<file path="config.mk">
export PLATFORM = sky130hd
export DESIGN_NAME = quad_gen
export DESIGN_NICKNAME = d
export VERILOG_FILES = /design/src/rtl/quad_gen.sv
export SDC_FILE = /design/constraint.sdc
export NUM_CORES = 1
export LEC_CHECK = 0
export CAP_MARGIN = 20
export CORE_AREA = 5 5 92 94
export DETAILED_ROUTE_END_ITERATION = 8
export DIE_AREA = 0 0 97 99
export GPL_TIMING_DRIVEN = 0
export HOLD_SLACK_MARGIN = 0.06
export PLACE_DENSITY = 0.77
export SYNTH_ARGS = -nofsm -noshare
export SYNTH_HDL_FRONTEND = slang
export SYNTH_SLANG_ARGS = --single-unit
export TNS_END_PERCENT = 5
</file>
<file path="constraint.sdc">
create_clock -name clk -period 2.4 [get_ports clk]
set_input_delay 0.6 -clock clk [delete_from_list [all_inputs] [get_ports clk]]
set_output_delay 0.6 -clock clk [all_outputs]
set_load 0.05 [all_outputs]
</file>
<file path="src/rtl/quad_gen.sv">
// -----------------------------------------------------------------------------
// quad_gen -- quadrature (A/B) step generator with optional contact chatter.
//
// A command (direction, step count, dwell) is accepted through a valid/ready
// handshake. The generator then emits cmd_steps Gray-code transitions on a/b.
// After each transition, the changed line can chatter for BOUNCE_CYCLES cycles.
// The new value then holds for max(dwell,1) settled cycles. position tracks
// the signed count of transitions emitted (forward +1, reverse -1) and wraps.
// The settled phase carries over from one command to the next.
//
// Parameters
//   DIVW          width of dwell and of the dwell counter
//   BOUNCE_CYCLES chatter cycles after each transition (0 = no chatter)
//
// Ports
//   clk        clock
//   reset      asynchronous active-low reset
//   cmd_valid  command offered          cmd_ready  FSM idle, command accepted
//   cmd_dir    1 = forward, 0 = reverse cmd_steps  transitions to emit
//   dwell      settled cycles per phase (0 treated as 1)
//   cmd_abort  cancel the running command (no done pulse)
//   a, b       registered quadrature outputs
//   busy       command executing        done       one-cycle completion pulse
//   position   signed transition count
// -----------------------------------------------------------------------------
module quad_gen #(
  parameter int DIVW          = 16,
  parameter int BOUNCE_CYCLES = 0
) (
  input  logic               clk,
  input  logic               reset,
  input  logic               cmd_valid,
  output logic               cmd_ready,
  input  logic               cmd_dir,
  input  logic [7:0]         cmd_steps,
  input  logic [DIVW-1:0]    dwell,
  input  logic               cmd_abort,
  output logic               a,
  output logic               b,
  output logic               busy,
  output logic               done,
  output logic signed [15:0] position
);

  typedef enum logic [1:0] {IDLE, BOUNCE, DWELL} state_t;

  // Width of the chatter-cycle index. It is kept at least 1 bit so that the
  // no-chatter build still elaborates.
  localparam int            BW          = (BOUNCE_CYCLES < 2) ? 1 : $clog2(BOUNCE_CYCLES + 1);
  localparam logic [BW-1:0] BOUNCE_LAST = BW'(BOUNCE_CYCLES);

  // Next settled phase {a,b}. Forward: 00->10->11->01. Reverse: 00->01->11->10.
  function automatic logic [1:0] step_phase(input logic [1:0] p, input logic fwd);
    return fwd ? {~p[0], p[1]} : {p[0], ~p[1]};
  endfunction

  state_t               state, state_n;
  logic [1:0]           phase, phase_n;       // settled phase
  logic [1:0]           prev_phase, prev_n;   // phase before the last transition
  logic [1:0]           ab, ab_n;             // registered line values
  logic signed [15:0]   pos_q, pos_n;
  logic                 dir_q, dir_n;
  logic [7:0]           steps_left, steps_n;  // transitions still to emit after the current one
  logic [DIVW-1:0]      dwell_q, dwell_n;     // effective dwell, never 0
  logic [BW-1:0]        bcnt, bcnt_n;         // index of the chatter cycle on the lines, 1-based
  logic [DIVW-1:0]      dcnt, dcnt_n;         // index of the dwell cycle on the lines, 1-based
  logic                 done_q, done_n;
  logic                 launch, launch_dir;

  always_comb begin
    // NOTE: every variable gets a default before the case statement. Without
    // a default, a path that does not assign it would infer a latch.
    state_n    = state;
    phase_n    = phase;
    prev_n     = prev_phase;
    ab_n       = ab;
    pos_n      = pos_q;
    dir_n      = dir_q;
    steps_n    = steps_left;
    dwell_n    = dwell_q;
    bcnt_n     = bcnt;
    dcnt_n     = dcnt;
    done_n     = 1'b0;
    launch     = 1'b0;
    launch_dir = dir_q;

    case (state)
      IDLE: begin
        // Abort has priority, so a command offered together with abort is not taken.
        if (cmd_valid && !cmd_abort) begin
          dir_n   = cmd_dir;
          dwell_n = (dwell == '0) ? DIVW'(1) : dwell;
          if (cmd_steps == 8'd0) begin
            done_n = 1'b1;
          end else begin
            steps_n    = cmd_steps - 8'd1;
            launch     = 1'b1;
            launch_dir = cmd_dir;
          end
        end
      end

      BOUNCE: begin
        if (cmd_abort) begin
          state_n = IDLE;
          ab_n    = phase;
          bcnt_n  = '0;
          steps_n = '0;
        end else if (bcnt == BOUNCE_LAST) begin
          state_n = DWELL;
          ab_n    = phase;
          bcnt_n  = '0;
          dcnt_n  = DIVW'(1);
        end else begin
          // Only one line differs between prev_phase and phase. Showing
          // prev_phase on the even chatter cycles therefore bounces just that line.
          bcnt_n = bcnt + BW'(1);
          ab_n   = bcnt[0] ? prev_phase : phase;
        end
      end

      DWELL: begin
        if (cmd_abort) begin
          state_n = IDLE;
          ab_n    = phase;
          dcnt_n  = '0;
          steps_n = '0;
        end else if (dcnt == dwell_q) begin
          if (steps_left == 8'd0) begin
            state_n = IDLE;
            done_n  = 1'b1;
            dcnt_n  = '0;
          end else begin
            steps_n = steps_left - 8'd1;
            launch  = 1'b1;
          end
        end else begin
          dcnt_n = dcnt + DIVW'(1);
        end
      end

      default: state_n = IDLE;
    endcase

    // A transition from IDLE uses the same logic as one chained from an expiring dwell.
    if (launch) begin
      prev_n  = phase;
      phase_n = step_phase(phase, launch_dir);
      ab_n    = phase_n;
      pos_n   = launch_dir ? pos_q + 16'sd1 : pos_q - 16'sd1;
      if (BOUNCE_CYCLES > 0) begin
        state_n = BOUNCE;
        bcnt_n  = BW'(1);
        dcnt_n  = '0;
      end else begin
        state_n = DWELL;
        dcnt_n  = DIVW'(1);
      end
    end
  end

  // NOTE: sequential state uses non-blocking assignments only. All registers
  // then update together on the edge, whatever order the statements are in.
  always_ff @(posedge clk or negedge reset) begin
    if (!reset) begin
      state      <= IDLE;
      phase      <= 2'b00;
      prev_phase <= 2'b00;
      ab         <= 2'b00;
      pos_q      <= '0;
      dir_q      <= 1'b0;
      steps_left <= '0;
      dwell_q    <= '0;
      bcnt       <= '0;
      dcnt       <= '0;
      done_q     <= 1'b0;
    end else begin
      state      <= state_n;
      phase      <= phase_n;
      prev_phase <= prev_n;
      ab         <= ab_n;
      pos_q      <= pos_n;
      dir_q      <= dir_n;
      steps_left <= steps_n;
      dwell_q    <= dwell_n;
      bcnt       <= bcnt_n;
      dcnt       <= dcnt_n;
      done_q     <= done_n;
    end
  end

  assign cmd_ready = (state == IDLE);
  assign busy      = ~cmd_ready;
  assign a         = ab[1];
  assign b         = ab[0];
  assign done      = done_q;
  assign position  = pos_q;

endmodule

</file>
==> results of run 1 <==
cell families (layout without fill, tap and decap cells):
logic type / Yosys count / count (layout)
XOR/XNOR: 52 / 52
flip-flops: 63 / 63
AO/OA/AOI/OAI: 58 / 58
adder cells (fa/ha/maj): 5 / 5
buffers and inverters: 25 / 103
AND/OR/NAND/NOR: 189 / 189
multiplexers: 6 / 6
critical path: stages:
cell     delay, ns
buf_8         0.10
inv_6         0.05
ha_4          0.12
or4b_4        0.49
o22ai_4       0.18
nor2_4        0.06
buf_6         0.12
xor2_2        0.13
ha_2          0.20
or3_4         0.39
nor4_2        0.26
o21ai_1       0.12
xnor2_1       0.17
registers in the layout, indices dropped and copies added, names as in the netlist:
register	flops
ab	2
dcnt	16
dir_q	1
done	1
dwell_q	16
phase	2
position	16
state	1
steps_left	8
through the flow:
step                hold slack [ns]  setup slack (ns)
floorplan                    0.3044           -0.5904
detailed placement           0.4711            -1.334
CTS                          0.3621           -0.3565
global placement             0.4631            -1.313
finish                       0.3136           -0.3576
global route                 0.3991           -0.4662
report_power, final:
group          total (uW)  switching [uW]  internal [uW]
clock network        1030             441            588
logic                2430            1450            984
registers            1810             408           1400
repair_timing:
action / CTS / global route
setup endpoints to repair: 41 / 32
buffers inserted: 9 / 5
hold buffers: 0 / 0
pin swaps: 13 / 7
gates resized for setup: 52 / 16
layout by cell type (no fill, tap or decap), drive strengths merged, types with 3 or more instances in the layout:
cell type / n
a22oi: 3
nor4: 17
clkdlybuf4s50: 36
nand4: 5
nor2: 37
clkbuf: 20
xor2: 25
nand2: 67
nand3: 9
mux2: 6
xnor2: 27
buf: 29
ha: 5
o21ai: 26
or4: 4
or3: 6
nand2b: 5
clkinv: 3
nor3b: 4
nor4b: 3
nor3: 22
a21oi: 13
inv: 10
dfrtp: 63
cell type report:
type	instances	area share, %
multi-input combinational	310	44.15
sequential	63	33.65
timing repair buffer	63	12.15
clock buffer	11	2.804
tap	102	2.724
buffer	14	1.790
clock inverter	5	1.763
inverter	10	0.9615
worst max path at each step:
stage                       from           end  depth (start not counted)  slack, ns
finish              cmd_steps[0]   position[4]                         13      -0.36
global route        cmd_steps[0]   position[4]                         13      -0.47
CTS                 cmd_steps[0]  position[14]                         13      -0.36
detailed placement  cmd_steps[0]  position[14]                         14      -1.33
global placement           reset       dcnt[8]                          1      -1.31
floorplan           cmd_steps[1]  position[14]                         13      -0.59
per-layer routing:
| metal | vias to the layer above | share of wire, % |
|---|---|---|
| li1 | 1532 | - |
| met1 | 1587 | 45 |
| met2 | 131 | 47 |
| met3 | 27 | 5.9 |
| met4 | 0 | 2.2 |
| met5 | - | 0 |
==> flow_metrics.py, run 1 <==
metrics = {
    "clocking": {
        "tritoncts.num_buffers": 9,
        "clockRootBuffer": "clkbuf_8",
        "clock-sinks": 63,
        "clkSlewWorstSetupHoldPaths_ns": 0.08,
        "clock_tree_from_tritoncts": "done",
        "clk-insertion-delay-late_ns": 0.35,
        "clk_path_buf_depth": 2,
        "h-tree-depth": 3,
    },
    "timing": {
        "min_period_over_period_pct": 114.9,
        "max_slew_violation_count": 0,
        "report.final.setup_viol": 14,
        "final.setup.tns_ns": -2.619,
        "layout_min_cycle_time_ns": 2.758,
        "final.setup_skew_ns": 0.01012,
        "achievable-frequency_ghz": 0.3626,
        "max_slew.worst_pin.slew_ns": 0.7863,
        "timing.max_slew.rel_slack_pct": 47.58,
        "layout_setup_ws_ns": -0.3576,
        "rsz0062_at_grt": "yes",
        "hold_violations": 0,
    },
    "route": {
        "detail_route.vias_per_cell": 5.670,
        "detailroute.via_count": 3277,
        "route.detailed.drc": 0,
        "drtPass1Iterations": 5,
        "drtIter0Drc": 202,
        "avg_wl_per_cell_um": 15.77,
        "routed_wl_mm": 9.114,
        "detail-route-antenna-nets": 0,
    },
    "setup_path": {
        "worst_r2r_startpoint": "state[1]",
        "timing.reg2reg.worst_path_depth": 10,
        "endpoint_required_time_on_the_critical_path_ns": 2.63,
        "rr_endpoint": "position[4]",
        "rrSetupSlack_ns": -0.27,
        "worstSetupStartpointType": "input port",
        "worst_ep_arrival_time_ns": 2.98,
        "cp-end-kind": "flop",
        "critical_path.max_fanout": 6,
        "critical_path_class": "in2reg",
    },
    "placed_design": {
        "postPlaceCellArea_um2": 4304,
        "port_buffers": 49,
        "gpl.final_weighted_congestion": 0.8516,
        "place_inst": 549,
        "hpwlAfterDp_mm": 6.290,
    },
    "synth": {
        "synth.area.top_cells": "dfrtp_1, nand2_1, xnor2_1, xor2_1, nor2_1",
        "synth_area_in_compound_gates_pct": 10.69,
        "synth_cell_type_count": 54,
        "avg_synthesized_cell_area_um2": 9.202,
        "most_common_flop_cell_mapped_by_yosys": "dfrtp_1",
        "synth_sequential_area_ratio_pct": 43.05,
        "synth.mux.area_fraction_pct": 2.050,
        "dominant_combinational_cell_family_by_area_after_synthesis": "simple AND/OR/NAND/NOR gates",
        "synthesis.nets": 432,
        "synthDominantCellAreaShare_pct": 43.05,
        "post_synth_fa_ha_maj_area_fraction_pct": 1.708,
        "ys_ff_latch": 63,
        "post_synthesis_cell_count": 398,
        "postSynth.asyncResetShare_pct": 100.0,
        "synth_commonest_cells": "nand2_1, dfrtp_1, nor2_1",
        "post_synth_instance_area_um2": 3662,
        "synth_largest_area_cell": "dfrtp_1",
        "yosys.area_share.xor_xnor_pct": 12.44,
        "synth_simple_gate_area_share_pct": 26.82,
        "synth_enable_flop_cells": 0,
        "synthMostInstantiatedCell": "nand2_1",
        "yosys_warnings": 0,
    },
    "floorplanning": {
        "dieArea_um2": 9603,
        "fp.dieH_um": 99,
        "start_util_pct": 48.40,
        "core_region_area_um2": 7567,
        "rows": 32,
        "die_width_um": 97,
        "ios": 50,
    },
    "global_routing": {
        "grt_overflow_total": 0,
        "gr_util_met1_pct": 26.79,
        "number_of_global_route_vias_before_repair": 3117,
        "grt_busiest_layer": "met2",
        "met2_capacity_usage_during_global_routing_pct": 30.63,
        "grt_use_total_pct": 19.31,
        "grt_first_pass_wirelength_mm": 15.37,
        "global_route.usage.met3_pct": 2.902,
        "grt_antenna_before_repair": 0,
        "grt_max_degree": 64,
    },
    "power": {
        "irDropWorstVdd_mv": 1.143,
        "power_density_nw_per_um2": 1124,
        "leakage_uw": 0.001949,
        "total_power_uw": 5267,
    },
    "min_path": {
        "worstHoldPathType": "in2async",
    },
    "layout": {
        "multi_input_comb_area_um2": 2068,
        "register_area_um2": 1577,
        "num-fill-cells": 586,
        "instances_no_fill": 578,
        "core_utilization_of_the_finished_layout_pct": 61.90,
        "drive_gt1_share_pct": 18.49,
        "num-nets-final": 505,
        "layout-area-overhead-vs-synth_pct": 27.91,
        "post-route-cell-area_um2": 4684,
        "diodes": 0,
    },
    "outcome": {
        "violations": "setup timing",
        "outcome": "finished with violations",
    },
    "run": {
        "timing.max_cap.violations": 0,
    },
}
Note: power is estimated with default switching activity, not from simulation.
==> inputs of run 2 (changes only) <==
- GPL_ROUTABILITY_DRIVEN: unset -> 1
==> results of run 2 <==
The final DEF is identical to that of run 1; final timing and power are the same.
==> inputs of run 3 (changes only) <==
- CAP_MARGIN: 20 -> unset
==> results of run 3 <==
The final DEF is identical to that of run 1; final timing and power are the same.
